<file path="src/rtl/ps2_host_tx.sv">
// ps2_host_tx: queued PS/2 host-to-device transmitter with request-to-send inhibit,
// deglitched clock, device-ACK check and watchdog.
module ps2_host_tx #(
    parameter int FIFO_DEPTH     = 4,
    parameter int INHIBIT_CYCLES = 5000,
    parameter int TIMEOUT_CYCLES = 750000,
    parameter int FILTER_LEN     = 8
) (
    input  logic       clk,
    input  logic       reset,
    input  logic       wr_ps2,
    input  logic [7:0] din,
    input  logic       ps2_c_in,
    input  logic       ps2_d_in,
    output logic       ps2_c_out,
    output logic       ps2_d_out,
    output logic       tx_idle,
    output logic       tx_done,
    output logic       tx_err,
    output logic       fifo_full,
    output logic       fifo_empty
);
    localparam int AW = $clog2(FIFO_DEPTH);
    localparam int IW = $clog2(INHIBIT_CYCLES + 1);
    localparam int TW = $clog2(TIMEOUT_CYCLES + 1);

    typedef enum logic [2:0] {IDLE, RTS, SEND, ACK, WAIT} state_t;

    state_t                r_state, w_next;
    logic [7:0]            r_mem [FIFO_DEPTH];
    logic [AW-1:0]         r_wptr, r_rptr;
    logic [AW:0]           r_count;
    logic [FILTER_LEN-1:0] r_filt;
    logic                  r_fclk;
    logic [IW-1:0]         r_inh;
    logic [TW-1:0]         r_wdog;
    logic [3:0]            r_n;
    logic [9:0]            r_frame;
    logic                  r_dout, r_done, r_err;
    logic                  w_fclk, w_fall, w_pop, w_push, w_inh_last, w_timeout, w_ok;
    logic [7:0]            w_head;

    assign fifo_full  = r_count == (AW+1)'(FIFO_DEPTH);
    assign fifo_empty = r_count == '0;
    assign w_pop      = r_state == IDLE && !fifo_empty;
    assign w_push     = wr_ps2 && (!fifo_full || w_pop);
    assign w_head     = r_mem[r_rptr];
    assign w_fclk     = &r_filt ? 1'b1 : ~|r_filt ? 1'b0 : r_fclk;
    assign w_fall     = r_fclk && !w_fclk;
    assign w_inh_last = r_inh == IW'(INHIBIT_CYCLES - 1);
    assign w_timeout  = r_wdog == TW'(TIMEOUT_CYCLES - 1);
    assign w_ok       = r_state == WAIT && r_fclk && ps2_d_in;
    assign tx_done    = r_done;
    assign tx_err     = r_err;

    // Queue storage needs no reset: the pointers and count define validity.
    always_ff @(posedge clk)
        if (w_push) r_mem[r_wptr] <= din;

    always_ff @(posedge clk or negedge reset)
        if (!reset) begin
            r_wptr  <= '0;
            r_rptr  <= '0;
            r_count <= '0;
            r_filt  <= '1;
            r_fclk  <= 1'b1;
        end else begin
            if (w_push) r_wptr <= r_wptr + AW'(1);
            if (w_pop) r_rptr <= r_rptr + AW'(1);
            r_count <= r_count + (AW+1)'(w_push) - (AW+1)'(w_pop);
            r_filt  <= {r_filt[FILTER_LEN-2:0], ps2_c_in};
            r_fclk  <= w_fclk;
        end

    always_ff @(posedge clk or negedge reset)
        if (!reset) r_state <= IDLE;
        else r_state <= w_next;

    // Normal frame progress takes priority over the watchdog in the same cycle.
    always_comb begin
        w_next = r_state;
        case (r_state)
            IDLE:    if (!fifo_empty) w_next = RTS;
            RTS:     if (w_inh_last) w_next = SEND;
            SEND:    if (w_fall && r_n == 4'd9) w_next = ACK;
                     else if (w_timeout) w_next = IDLE;
            ACK:     if (w_fall) w_next = ps2_d_in ? IDLE : WAIT;
                     else if (w_timeout) w_next = IDLE;
            WAIT:    if (w_ok || w_timeout) w_next = IDLE;
            default: w_next = IDLE;
        endcase
    end

    always_ff @(posedge clk or negedge reset)
        if (!reset) begin
            r_inh   <= '0;
            r_wdog  <= '0;
            r_n     <= '0;
            r_frame <= '1;
            r_dout  <= 1'b1;
            r_done  <= 1'b0;
            r_err   <= 1'b0;
        end else begin
            r_inh  <= r_state == RTS ? r_inh + IW'(1) : '0;
            r_wdog <= r_state inside {SEND, ACK, WAIT} ? r_wdog + TW'(1) : '0;
            r_done <= w_ok;
            r_err  <= r_state inside {SEND, ACK, WAIT} && w_next == IDLE && !w_ok;
            if (w_pop) begin
                r_frame <= {1'b1, ~^w_head, w_head};
                r_n     <= '0;
            end
            if (r_state == RTS && w_inh_last) r_dout <= 1'b0;
            else if (r_state == SEND && w_fall) begin
                r_dout  <= r_frame[0];
                r_frame <= {1'b1, r_frame[9:1]};
                r_n     <= r_n + 4'd1;
            end
        end

    // Data is pulled low on the final inhibit cycle to signal the start bit.
    always_comb begin
        ps2_c_out = r_state != RTS;
        ps2_d_out = r_state == RTS ? !w_inh_last : r_state == SEND ? r_dout : 1'b1;
        tx_idle   = r_state == IDLE;
    end
endmodule

</file>
<file path="config.mk">
export PLATFORM = sky130hd
export DESIGN_NAME = ps2_host_tx
export DESIGN_NICKNAME = d
export VERILOG_FILES = /design/src/rtl/ps2_host_tx.sv
export SDC_FILE = /design/constraint.sdc
export NUM_CORES = 1
export LEC_CHECK = 0
export CAP_MARGIN = 40
export CORE_ASPECT_RATIO = 1.1
export CORE_MARGIN = 3
export CORE_UTILIZATION = 45
export DETAILED_ROUTE_END_ITERATION = 10
export PLACE_DENSITY = 0.67
export SETUP_SLACK_MARGIN = 0.5
export SKIP_LAST_GASP = 1
export SYNTH_ARGS = -nofsm -noshare
export SYNTH_HDL_FRONTEND = slang
export SYNTH_SLANG_ARGS = --single-unit
export TNS_END_PERCENT = 1
</file>
<file path="constraint.sdc">
create_clock -name clk -period 3.15 [get_ports clk]
set_clock_uncertainty 0.15 [all_clocks]
set_input_delay 0.63 -clock clk [delete_from_list [all_inputs] [get_ports clk]]
set_output_delay 0.63 -clock clk [all_outputs]
set_load 0.005 [all_outputs]
</file>
==> metrics.md, run 1 <==
| Metric | Value |
|---|---|
| Hold WC Path Type | reg -> reg |
| Multi-input logic area | 0.00167 sq mm |
| Most frequent cells in the layout | nor2_1, dfrtp_1, edfxtp_1, xnor2_1, dfstp_2 |
| Starting Density | 0.468 |
| Tot GR Track Use | 0.152 |
| Leak pwr | 1.97 nW |
| RSZ-0062 raised after global routing | true |
| Asr flop ratio synth | 0.683 |
| Mapped Avg Cell Area | 12.3 sq um |
| Final Non-Filler Cells | 520 |
| Clk Latency, worst-skew pair | 360 ps |
| Logic gate share of total power | 0.248 |
| Boundary Pins | 20 |
| Die height | 110 um |
| WL per Instance | 14.7 um |
| Starting DRC count in detailed routing | 95 |
| CTS tree | built |
| Worst Setup End Kind | primary output |
| Met1 usage | 0.195 |
| Final hold violations | 0 |
| Fin crit share | 0.832 |
| Clock-pin transition on the worst setup and hold timing paths | 100 ps |
| Slew @ Worst Pin | 598 ps |
| Total power | 0.00349 W |
| Sequential Area | 0.00272 sq mm |
| Setup-failing EPs final | 0 |
| Slew HR | 0.601 |
| Dominant synthesized flop cell | dfrtp_1 |
| Reg2Reg Launch Point | r_state[0] |
| Number of diodes | 0 |
| Core Area | 0.00949 sq mm |
| Switching pwr | 0.00108 W |
| Pre-Repair DR Iteration Count | 4 |
| F_max | 382 MHz |
| Overflow after GRT | 0 |
| Post-synth cell types | 45 |
| Critical Path Source | r_state[2] |
| Die area | 0.0111 sq mm |
| Die width | 101 um |
| CP required | 2370 ps |
| CTS root buf | clkbuf_8 |
| Detailed-route DRC error count | 0 |
| Initial antenna violation count | 0 |
| Commonest non-fill, non-tap cell in the layout | nor2_1 |
| Antenna Nets Post-Route | 0 |
| First-pass GRT wire length | 13.3 mm |
| Post-layout min period | 2620 ps |
| Core Rows | 37 |
| Post-Syn Area | 0.00444 sq mm |
| Post-synth EDFFs | 32 |
| Pre-CTS setup slack | 313 ps |
| Largest net degree at the start of global routing | 42 |
| Ys Warns | 0 |
| Worst EP arrival | 1840 ps |
| Max_cap viols | 0 |
| Synthesized instance count | 362 |
| Share of cells above drive strength 1 | 0.191 |
| TritonCTS sink count | 101 |
| Maximum VDD drop | 399 uV |
| Met3 usage | 0.0422 |
| DPL Wire Length | 5.19 mm |
| Hold Crit Start | r_filt[1] |
| Post-synthesis sequential area ratio | 0.611 |
| Post-Route Utilization | 0.533 |
| Final #Nets | 421 |
| Vias/cell | 5.39 |
| Clock network power share | 0.225 |
| DR vias | 2804 |
| Fin Setup TNS | 0 ps |
| M2 GR Usage | 0.257 |
| # H-tree levels | 3 |
| Area delta synth->final | 14.0% |
| Setup crit start kind | register |
| Most Crowded Layer GR | met2 |
| Internal power | 0.00241 W |
| Switching Share | 0.309 |
| Max clock buf depth | 2 |
| Post-route setup slack | 531 ps |
| Status | finished, final reports clean |
| Max FO, Critical Path | 16 |
| Final Max Tran Viols | 0 |
| GPL Wtd Cong | 0.798 |
| Final WL | 7.65 mm |
| Vias in the first global route | 2808 |
| Synth Register Bits | 101 |
| Pwr Density | 690 mW/mm^2 |
| Crit Path Category | reg -> out |
| Seq pwr share | 0.527 |
| Placed cells | 494 |
| Fill count | 826 |
| Syn nets | 385 |
| Total CTS buffers | 9 |
| Port Buf Inserts | 19 |
## through the flow
| step | area (sq um) | hold slack, ps |
|---|---|---|
| 2_1_floorplan | 4440 | 184 |
| 6_report | 5060 | 233 |
| 3_5_place_dp | 4760 | 217 |
| 3_3_place_gp | 4760 | 215 |
| 4_1_cts | 5040 | 232 |
| 5_1_grt | 5060 | 238 |
## critical path: stages (launching register included)
cell,delay (ps)
dfrtp_2,450
or3b_4,420
buf_6,170
clkdlybuf4s50_1,440
## cell families after synthesis
kind of cell | synth area share
adder cells (fa/ha/maj) | 0.0299
buffers and inverters | 0.0225
AND/OR/NAND/NOR | 0.171
XOR/XNOR | 0.0730
AO/OA/AOI/OAI | 0.0482
flip-flops | 0.611
multiplexers | 0.0451
## power groups by stage
stage | Clock [W] | Sequential (W) | Combinational [W]
final | 0.000784 | 0.00184 | 0.000866
after global routing | 0.000859 | 0.00188 | 0.000971
after CTS | 0.000814 | 0.00184 | 0.000871
after detailed placement | 0 | 0.00188 | 0.000818
after global placement | 0 | 0.00186 | 0.000797
after floorplan | 0 | 0.00176 | 0.000705
## path summary, 6_finish.rpt
check | to | slack (ps) | cells past startpoint
max in group asynchronous | r_state[0] | 1630 | 3
max reg2reg | r_count[2] | 700 | 11
min | r_filt[2] | 230 | 0
min in group asynchronous | r_inh[2] | 460 | 2
min reg2reg | r_filt[2] | 230 | 0
max | ps2_c_out | 530 | 3
## flip-flops by register name, indices dropped and copies added, names as in the netlist
register,count
r_state,3
r_frame,10
r_n,4
tx_err,1
r_rptr,2
r_mem,32
tx_done,1
r_count,3
r_wptr,2
r_fclk,1
r_wdog,20
r_dout,1
r_inh,13
r_filt,8
## what timing repair did
action	4_1_cts	5_1_grt
setup endpoints to repair	3	4
endpoints found under the hold margin	5	0
buffers inserted	7	2
pin swaps	3	4
resized for setup	11	4
hold buffers	1	0
## per-layer routing
metal	share of wire	vias up	routed length, um
li1	-	1351	-
met1	0.45	1395	3440
met2	0.51	52	3870
met3	0.034	6	263
met4	0.0089	0	68
met5	0	-	0
## cell usage after synthesis (2+ instances only)
cell type | n | area share
nor2_1 | 53 | 0.045
ha_1 | 9 | 0.025
o31ai_1 | 2 | 0.0034
clkbuf_1 | 6 | 0.0051
dfrtp_1 | 49 | 0.28
dfstp_2 | 20 | 0.12
nand2_1 | 18 | 0.015
or2_2 | 2 | 0.0028
and4_1 | 2 | 0.0039
a21oi_1 | 7 | 0.0079
nor2b_1 | 3 | 0.0042
nand3_1 | 16 | 0.018
xor2_1 | 14 | 0.028
or3_1 | 5 | 0.0070
o211ai_1 | 2 | 0.0034
and2_1 | 6 | 0.0085
or4b_2 | 2 | 0.0045
xnor2_1 | 23 | 0.045
nand2b_1 | 3 | 0.0042
and3_1 | 6 | 0.0085
mux4_2 | 8 | 0.041
edfxtp_1 | 32 | 0.22
nor4_1 | 4 | 0.0056
buf_6 | 3 | 0.0076
nor3_1 | 7 | 0.0079
a21o_1 | 3 | 0.0051
o21ai_0 | 11 | 0.012
nor3b_1 | 4 | 0.0068
nand4_1 | 9 | 0.013
inv_1 | 9 | 0.0076
mux2i_1 | 2 | 0.0045
o22ai_1 | 9 | 0.013
## cell type report
class,count,area share
Multi-Input combinational cell,241,0.329
Clock buffer,9,0.0245
Sequential cell,101,0.536
Clock inverter,7,0.0126
Tap cell,117,0.0289
Inverter,9,0.00667
Timing Repair Buffer,36,0.0618
(Power assumes the default switching activity.)
==> inputs of run 2 (changes only) <==
clock period = 2.5 ns   (was 3.15 ns; I/O delays follow)
==> metrics.md, run 2 (synthesized netlist as in run 1, its figures left out) <==
| Metric | Value |
|---|---|
| Internal power | 0.00316 W |
| Largest register by flop count | r_mem |
| Initial antenna violation count | 0 |
| Post-route setup slack | 18.3 ps |
| Starting Density | 0.468 |
| Switching Share | 0.301 |
| Final Max Tran Viols | 0 |
| Pre-CTS setup slack | -119 ps |
| TritonCTS sink count | 101 |
| F_max | 403 MHz |
| Pwr Density | 868 mW/mm^2 |
| Area delta synth->final | 17.2% |
| Status | finished, final reports clean |
| Worst Setup End Kind | primary output |
| Detailed-route DRC error count | 0 |
| Tot GR Track Use | 0.155 |
| CTS tree | built |
| Met3 usage | 0.0378 |
| Worst EP arrival | 1830 ps |
| Slew HR | 0.615 |
| Hold WC Path Type | reg -> reg |
| First-pass GRT wire length | 13.4 mm |
| DPL Wire Length | 5.46 mm |
| Number of diodes | 0 |
| CTS root buf | clkbuf_8 |
| Leak pwr | 2.06 nW |
| Top flop regs | r_mem: 32 flops, r_wdog: 20 flops, r_inh: 13 flops |
| Final WL | 7.83 mm |
| CP required | 1850 ps |
| Die height | 110 um |
| M2 GR Usage | 0.265 |
| Fin Setup TNS | 0 ps |
| Final hold violations | 0 |
| Setup-failing EPs final | 0 |
| Largest net degree at the start of global routing | 33 |
| Share of cells above drive strength 1 | 0.224 |
| Commonest non-fill, non-tap cell in the layout | nor2_1 |
| Cells on worst reg2reg path | 11 |
| # H-tree levels | 3 |
| Max FO, Critical Path | 2 |
| Clock network power share | 0.226 |
| WL per Instance | 14.7 um |
| Final #Nets | 433 |
| Port Buf Inserts | 19 |
| Post-Route Utilization | 0.549 |
| Vias/cell | 5.26 |
| Max_cap viols | 0 |
| Post-layout min period | 2480 ps |
| Clock-pin transition on the worst setup and hold timing paths | 110 ps |
| Logic gate share of total power | 0.272 |
| Pre-Repair DR Iteration Count | 4 |
| Total CTS buffers | 9 |
| Vias in the first global route | 2855 |
| Core Rows | 37 |
| Most frequent cells in the layout | nor2_1, dfrtp_1, edfxtp_1, buf_4, xnor2_1 |
| Antenna Nets Post-Route | 0 |
| Max clock buf depth | 2 |
| Crit Path Category | reg -> out |
| Boundary Pins | 20 |
| Slew @ Worst Pin | 578 ps |
| RSZ-0062 raised after global routing | true |
| Reg-to-reg slack, setup | 110 ps |
| Hold slack | 230 ps |
| Die area | 0.0111 sq mm |
| Clk Latency, worst-skew pair | 370 ps |
| Max reg flops | 32 |
| Most Crowded Layer GR | met2 |
| Hold Crit Depth | 0 |
| Met1 usage | 0.193 |
| Maximum VDD drop | 463 uV |
| Die width | 101 um |
| Overflow after GRT | 0 |
| Seq pwr share | 0.502 |
| Core Area | 0.00949 sq mm |
| Starting DRC count in detailed routing | 128 |
| Fin crit share | 0.993 |
| DR vias | 2800 |
| GPL Wtd Cong | 0.798 |
| Setup crit start kind | register |
| Switching pwr | 0.00136 W |
==> run 2: layout make-up <==
type | instances | area (sq um)
clock buffer | 10 | 149
clock inverter | 6 | 50.0
fill | 789 | 4280
inverter | 9 | 33.8
multi-input combinational | 241 | 1700
sequential | 101 | 2710
tap | 117 | 146
timing repair buffer | 48 | 418
==> run 2: path summary, 6_finish.rpt <==
path | endpoint | from
setup / recovery | ps2_d_out | r_inh[6]
hold / removal | r_filt[6] | r_filt[5]
setup reg to reg | r_count[2] | r_state[1]
hold reg to reg | r_filt[6] | r_filt[5]
max in group asynchronous | r_frame[5] | reset
min in group asynchronous | r_wdog[14] | reset
==> run 2: through the flow <==
stage	area [sq um]	total power (W)	cells
2_1_floorplan	4480	0.00313	362
6_report	5210	0.00452	532
3_3_place_gp	4920	0.00346	511
5_1_grt	5210	0.00481	532
4_1_cts	5170	0.00456	529
3_5_place_dp	4920	0.00351	511
==> run 2: critical path: stages, from the launching register on <==
cell,delay [ps]
dfrtp_1,400
or4b_4,570
nor4_4,280
nor2_1,90
buf_2,130
==> run 2: per-layer routing <==
layer | wire length (um) | vias to the layer above | share of wire
met5 | 0 | - | 0
met4 | 110 | 0 | 0.014
met3 | 257 | 9 | 0.033
met2 | 3870 | 37 | 0.49
met1 | 3590 | 1379 | 0.46
li1 | - | 1375 | -
==> run 2: power by group through the flow <==
stage,clock network (W),registers [W],logic (W)
after global placement,0,0.00228,0.00118
after detailed placement,0,0.00230,0.00121
after global routing,0.00113,0.00230,0.00137
after CTS,0.00107,0.00227,0.00122
final,0.00102,0.00227,0.00123
after floorplan,0,0.00223,0.000899
==> run 2: timing repair <==
item | in CTS | in global routing
resized for setup | 14 | 2
setup endpoints to repair | 47 | 53
gates cloned | 0 | 0
pin swaps | 3 | 4
setup buffers | 1 | 3
endpoints found under the hold margin | 22 | 0
hold buffers | 1 | 0
